==> src/rtl/mult_div_unit.sv <==
// Multi-cycle multiply/divide unit with architectural HI/LO registers.
// The result is computed at start, held in a pending register, and committed to HI/LO when the countdown expires.
module mult_div_unit #(
    parameter int MULT_CYCLES = 5,
    parameter int DIV_CYCLES  = 10
) (
    input  logic        clk,
    input  logic        reset,
    input  logic        start,
    input  logic [1:0]  op,
    input  logic [31:0] A,
    input  logic [31:0] B,
    input  logic        we,
    input  logic        hilo_sel,
    output logic        busy,
    output logic [31:0] HI,
    output logic [31:0] LO
);

    localparam int MAX_CYCLES = (MULT_CYCLES > DIV_CYCLES) ? MULT_CYCLES : DIV_CYCLES;
    localparam int CNT_W      = $clog2(MAX_CYCLES + 1);
    localparam logic [CNT_W-1:0] MULT_LOAD = CNT_W'(MULT_CYCLES);
    localparam logic [CNT_W-1:0] DIV_LOAD  = CNT_W'(DIV_CYCLES);
    localparam logic [CNT_W-1:0] CNT_ONE   = CNT_W'(1);

    typedef enum logic {IDLE, RUN} state_t;

    state_t           state;
    logic [CNT_W-1:0] cnt_reg, cnt_next;
    logic [63:0]      pending_reg, pending_next;
    logic             commit_reg, commit_next;
    logic [31:0]      hi_reg, hi_next;
    logic [31:0]      lo_reg, lo_next;

    logic        signed_op, a_neg, b_neg, div_zero;
    logic [31:0] a_mag, b_mag, div_den, uq, ur, q_res, r_res;
    logic [63:0] prod_mag, prod, result;

    // Sign-magnitude datapath shared by multiply and divide; the magnitude of
    // 0x80000000 is still 0x80000000 as an unsigned value, so no overflow case is needed.
    always_comb begin
        signed_op = ~op[0];
        a_neg     = signed_op & A[31];
        b_neg     = signed_op & B[31];
        a_mag     = a_neg ? -A : A;
        b_mag     = b_neg ? -B : B;
        prod_mag  = {32'b0, a_mag} * {32'b0, b_mag};
        prod      = (a_neg ^ b_neg) ? -prod_mag : prod_mag;
        div_zero  = (B == 32'b0);
        div_den   = div_zero ? 32'd1 : b_mag;
        uq        = a_mag / div_den;
        ur        = a_mag % div_den;
        q_res     = (a_neg ^ b_neg) ? -uq : uq;
        r_res     = a_neg ? -ur : ur;
        result    = op[1] ? {r_res, q_res} : prod;
    end

    assign state = (cnt_reg != '0) ? RUN : IDLE;

    always_comb begin
        cnt_next     = cnt_reg;
        pending_next = pending_reg;
        commit_next  = commit_reg;
        hi_next      = hi_reg;
        lo_next      = lo_reg;
        case (state)
            IDLE: begin
                if (start) begin
                    cnt_next     = op[1] ? DIV_LOAD : MULT_LOAD;
                    pending_next = result;
                    commit_next  = !(op[1] && div_zero);
                end else if (we) begin
                    if (hilo_sel) hi_next = A;
                    else          lo_next = A;
                end
            end
            RUN: begin
                // start/we are deliberately not looked at here
                cnt_next = cnt_reg - CNT_ONE;
                if (cnt_reg == CNT_ONE && commit_reg) begin
                    hi_next = pending_reg[63:32];
                    lo_next = pending_reg[31:0];
                end
            end
            default: cnt_next = '0;
        endcase
    end

    always_ff @(posedge clk or posedge reset) begin
        if (reset) begin
            cnt_reg     <= '0;
            pending_reg <= '0;
            commit_reg  <= 1'b0;
            hi_reg      <= '0;
            lo_reg      <= '0;
        end else begin
            cnt_reg     <= cnt_next;
            pending_reg <= pending_next;
            commit_reg  <= commit_next;
            hi_reg      <= hi_next;
            lo_reg      <= lo_next;
        end
    end

    assign busy = (state == RUN);
    assign HI   = hi_reg;
    assign LO   = lo_reg;

endmodule

==> config.mk <==
export PLATFORM = sky130hd
export DESIGN_NAME = mult_div_unit
export DESIGN_NICKNAME = d
export VERILOG_FILES = /design/src/rtl/mult_div_unit.sv
export SDC_FILE = /design/constraint.sdc
export NUM_CORES = 2
export LEC_CHECK = 0
export ABC_CLOCK_PERIOD_IN_PS = 3900
export BUFFER_PORTS_ARGS = -buffer_cell sky130_fd_sc_hd__buf_2
export CORE_MARGIN = 5
export CORE_UTILIZATION = 60
export CTS_CLUSTER_SIZE = 8
export DETAILED_ROUTE_END_ITERATION = 8
export PLACE_DENSITY = 0.77
export SLEW_MARGIN = 20
export SYNTH_ARGS = -nofsm -noshare
export SYNTH_HDL_FRONTEND = slang
export SYNTH_SLANG_ARGS = --single-unit
==> constraint.sdc <==
create_clock -name clk -period 3.9 [get_ports clk]
set_input_delay 0.39 -clock clk [delete_from_list [all_inputs] [get_ports clk]]
set_output_delay 0.39 -clock clk [all_outputs]
set_load 0.01 [all_outputs]
==> results of run 1 <==
==> cells in the mapped netlist (all sizes together) (25+ instances only) <==
cell,instances
xnor2,317
ha,799
nor3,246
mux2i,32
dfrtp,133
and4,25
a211oi,59
buf,75
a31oi,124
or3,86
nand2b,79
mux2,33
nor4,60
o22ai,27
clkbuf,354
fa,897
nand4,88
o21bai,42
nor2b,65
nand3,216
o211ai,83
and3,64
o31ai,58
o21ai,565
xor2,227
a21oi,654
or2,48
or4,25
nor2,876
nand2,1631
o21a,143
inv,1187
a21boi,32
a21o,205
and2,103
==> layer usage <==
layer | GRT overflow | global-route usage
met4 | 129 | 0.810
met5 | 3 | 0.512
met2 | 176 | 0.952
met1 | 16 | 0.824
met3 | 9 | 0.744
==> logic make-up after synthesis <==
family	after synthesis
mux	66
simple gates	3690
buf+inv	1624
flops	133
xor+xnor	544
fa+ha+maj	1696
compound gates	2354
==> per-stage QoR <==
stage	hold WS (ns)	instances	setup WS, ns	util	TNS, ns
after floorplan	0.446	10100	-61.66	-	-3908.95
after global placement	0.457	14600	-65.44	0.823	-4147.33
after detailed placement	0.465	14600	-66.91	0.823	-4238.35
after CTS	0.130	14900	-60.65	0.866	-3842.45
==> timing repair <==
item	in CTS
endpoints found under the setup margin	64
cloned	5
hold buffers	0
buffers inserted	259
resized for setup	591
pin swaps	341
==> impl_metrics.env, run 1 <==
export IMPL_synth_compound_area_share=0.202
export IMPL_placed_cell_area_mm2=0.102
export IMPL_hpwlAfterDp_um=327000
export IMPL_lastStage="5_1_grt"
export IMPL_synth_area_leader_cell="fa_1"
export IMPL_endpoint_type="sequential cell input"
export IMPL_grtUsageTotal=0.832
export IMPL_synth_top_family_by_area="adder cells"
export IMPL_rows=129
export IMPL_port_buffers=135
export IMPL_ys_ff_latch=133
export IMPL_synth_top_area_share=0.241
export IMPL_synth_simple_gate_area_frac=0.223
export IMPL_synthArstFlopShare=1.00
export IMPL_synth_area_leaders="fa_1 (24%), ha_1 (13%), nand2_1 (8.2%)"
export IMPL_synth_mux_area_frac=0.00958
export IMPL_stop_error="[ERROR GRT-0232] Routing congestion too high. Check the congestion heatmap in the GUI."
export IMPL_syn_nets=11900
export IMPL_worst_endpoint="pending_reg[57]$_DFFE_PP0P_/D"
export IMPL_gp_congestion=1.23
export IMPL_cts_made_buffers=17
export IMPL_yosys_warnings=0
export IMPL_status="stopped before the end"
export IMPL_start_util=0.603
export IMPL_die_h_um=363
export IMPL_yosys_area_share_adder=0.375
export IMPL_grt_max_degree=84
export IMPL_ios=136
export IMPL_die_w_um=363
export IMPL_gr_total_overflow=333
export IMPL_postSynthAreaPerCell_um2=7.38
export IMPL_cts_root_buf="clkbuf_16"
export IMPL_cts_sinks=133
export IMPL_synth_edf_count=0
export IMPL_cts_htree_levels=4
export IMPL_yosysUniqueCellTypes=105
export IMPL_cts_max_path_buffers=2
export IMPL_yosysSeqAreaShare=0.0446
export IMPL_dominantRegCellSynth="dfrtp_1"
export IMPL_synthXorXnorAreaFrac=0.0639
export IMPL_synth_cells=10100
export IMPL_syn_area_mm2=0.0746
==> run 2, diff against run 1 <==
- ABC_CLOCK_PERIOD_IN_PS: 3900 -> 5100
- CORE_UTILIZATION: 60 -> 40
- CTS_CLUSTER_SIZE: 8 -> not set
- PLACE_DENSITY: 0.77 -> not set
- PLACE_DENSITY_LB_ADDON: not set -> 0.15
- clock period: 3.9 -> 5.1 ns (I/O delays scaled with it)
==> impl_metrics.env, run 2 <==
export IMPL_avgRoutedWirePerCell_um=28.2
export IMPL_cts_sinks=133
export IMPL_final_setup_worst_slack_ns=-62.65
export IMPL_dr_wl_met3_um=52100
export IMPL_vias_per_cell=5.89
export IMPL_crit_top_cell="buf_4"
export IMPL_max_stage_delay_ns=0.59
export IMPL_drcViolationCount=0
export IMPL_synth_common_cells="nand2_1 (1631), inv_1 (1177), fa_1 (897)"
export IMPL_ios=136
export IMPL_cts_htree_levels=4
export IMPL_ys_ff_latch=133
export IMPL_setup_viol_count_final=64
export IMPL_die_h_um=442
export IMPL_worst_pin_slew_ns=1.24
export IMPL_wl_um=447000
export IMPL_fin_skew_ns=0.0409
export IMPL_slew_violations=0
export IMPL_syn_to_final_growth_pct=47.7
export IMPL_synth_top_area_share=0.241
export IMPL_fmax_mhz=14.8
export IMPL_met2_wirelength_um=184000
export IMPL_min_period_ns=67.75
export IMPL_die_area_mm2=0.195
export IMPL_port_buffers=135
export IMPL_syn_nets=11900
export IMPL_layout_nets=15100
export IMPL_hold_path_class="primary input to asynchronous set/reset pin"
export IMPL_relSlewSlack=0.173
export IMPL_status="complete, but fails checks"
export IMPL_synth_area_leader_cell="fa_1"
export IMPL_yosys_warnings=0
export IMPL_layout_commonest_cell="buf_4"
export IMPL_crit_slowest_cell="or4_4"
export IMPL_cp_data_required_time_ns=5.46
export IMPL_yosysSeqAreaShare=0.0446
export IMPL_worstSetupEndpointType="flip-flop"
export IMPL_coreArea_mm2=0.185
export IMPL_routed_top_layer="met5"
export IMPL_antenna_found_initial=46
export IMPL_die_w_um=442
export IMPL_rsz0062_at_grt="yes"
export IMPL_worstPathArrival_ns=68.11
export IMPL_synth_most_common_cell="nand2_1"
export IMPL_yosysUniqueCellTypes=105
export IMPL_drive_gt1_frac=0.349
export IMPL_gr_total_overflow=0
export IMPL_clock_latency_ns=0.51
export IMPL_rows=158
export IMPL_synth_edf_count=0
export IMPL_hpwlAfterDp_um=367000
export IMPL_path_class="primary input to flip-flop"
export IMPL_start_util=0.402
export IMPL_postRouteAntennaNets=0
export IMPL_drv_cap=0
export IMPL_hold_violations=0
export IMPL_met1Wirelength_um=170000
export IMPL_cp_max_fo=14
export IMPL_grtUsageTotal=0.437
export IMPL_cts_max_path_buffers=2
export IMPL_dpl_worst_slack_ns=-67.99
export IMPL_synth_cells=10100
export IMPL_clk_pin_slew_worst_paths_ns=0.11
export IMPL_cts_root_buf="clkbuf_16"
export IMPL_period_share=13.3
export IMPL_postSynthAreaPerCell_um2=7.38
export IMPL_vias=93300
export IMPL_failed_checks="negative setup slack"
export IMPL_synthArstFlopShare=1.00
export IMPL_grt_max_degree=99
export IMPL_cts_tree="done"
export IMPL_grt_pass1_vias=92100
export IMPL_syn_area_mm2=0.0746
export IMPL_cts_made_buffers=17
export IMPL_mostFrequentLayoutCells="buf_4 (3410), nand2_1 (1575), inv_1 (1156)"
export IMPL_synth_area_leaders="fa_1 (24%), ha_1 (13%), nand2_1 (8.2%)"
export IMPL_grt_pass1_wl_um=631000
export IMPL_drtPass1Iterations=6
export IMPL_largest_register_ffs=64
export IMPL_startpoint_type="primary input"
export IMPL_setup_tns_ns=-3966.38
export IMPL_gp_congestion=1.12
export IMPL_dominantRegCellSynth="dfrtp_1"
export IMPL_drt_iter0_markers=10400
==> run 2: cell counts after synthesis <==
Identical to the previous run, type by type.
==> run 2: what timing repair did <==
action | 4_1_cts | 5_1_grt
endpoints found under the setup margin | 64 | 64
gates cloned | 1 | 8
pin swaps | 77 | 382
buffers inserted | 31 | 195
hold buffers | 0 | 0
gates resized for setup | 185 | 629
==> run 2: metal layers <==
layer	up-vias	track usage
met4	22	0.309
li1	40800	-
met1	45000	0.549
met3	1614	0.120
met5	-	0
met2	5865	0.648
==> run 2: cell families (layout without fill, tap and decap cells) <==
group                    after synthesis  in the layout  share of synthesized area
XOR/XNOR                             544            544                     0.0639
AND/OR/NAND/NOR                     3690           3692                      0.223
buffers and inverters               1624           4871                     0.0823
flip-flops                           133            133                     0.0446
multiplexers                          66             66                    0.00958
AO/OA/AOI/OAI                       2354           2354                      0.202
adder cells (fa/ha/maj)             1696           1696                      0.375
other                                  0             19                          0
==> run 2: final timing paths <==
path / start / endpoint / slack (ns) / cells after the start
worst max-delay path: B[25] / pending_reg[61] / -62.65 / 349
worst min-delay path: reset / HI[13] / 0.15 / 2
worst max register to register: cnt_reg[0] / LO[1] / 1.52 / 7
worst min register to register: HI[26] / HI[26] / 0.48 / 2
max in group asynchronous: reset / LO[24] / 3.69 / 3
min in group clk: HI[26] / HI[26] / 0.48 / 2
==> run 2: area by class of cell <==
cell class	instances	area, um2
Fill cell	17300	75300
Multi-Input combinational cell	8352	70800
Timing Repair Buffer	3644	27800
Inverter	1195	4510
Sequential cell	133	3330
Tap cell	2480	3100
Clock buffer	17	425
Clock inverter	15	159
Antenna cell	19	47.5
==> run 2: stage by stage <==
step           instance area (um2)  hold slack, ns  instances  utilization
6_report                    110000           0.150      15900        0.594
3_5_place_dp                104000           0.466      15600        0.561
2_1_floorplan                77200           0.446      10100            -
5_1_grt                     110000           0.225      15800        0.594
3_3_place_gp                104000           0.457      15600        0.561
4_1_cts                     106000           0.186      15600        0.570
==> run 2: critical path, delay by kind of cell <==
family	cells	cell delay, ns
buffers and inverters	53	7.93
and+or+nand+nor	100	18.60
xor gates and xnor gates	2	0.44
muxes	7	1.63
adders and majority gates	31	8.19
AOI/OAI and AO/OA	156	30.54
Power of run 2 is not shown: default switching activity piles up to over one toggle a cycle in this logic, so the estimate is an artifact.
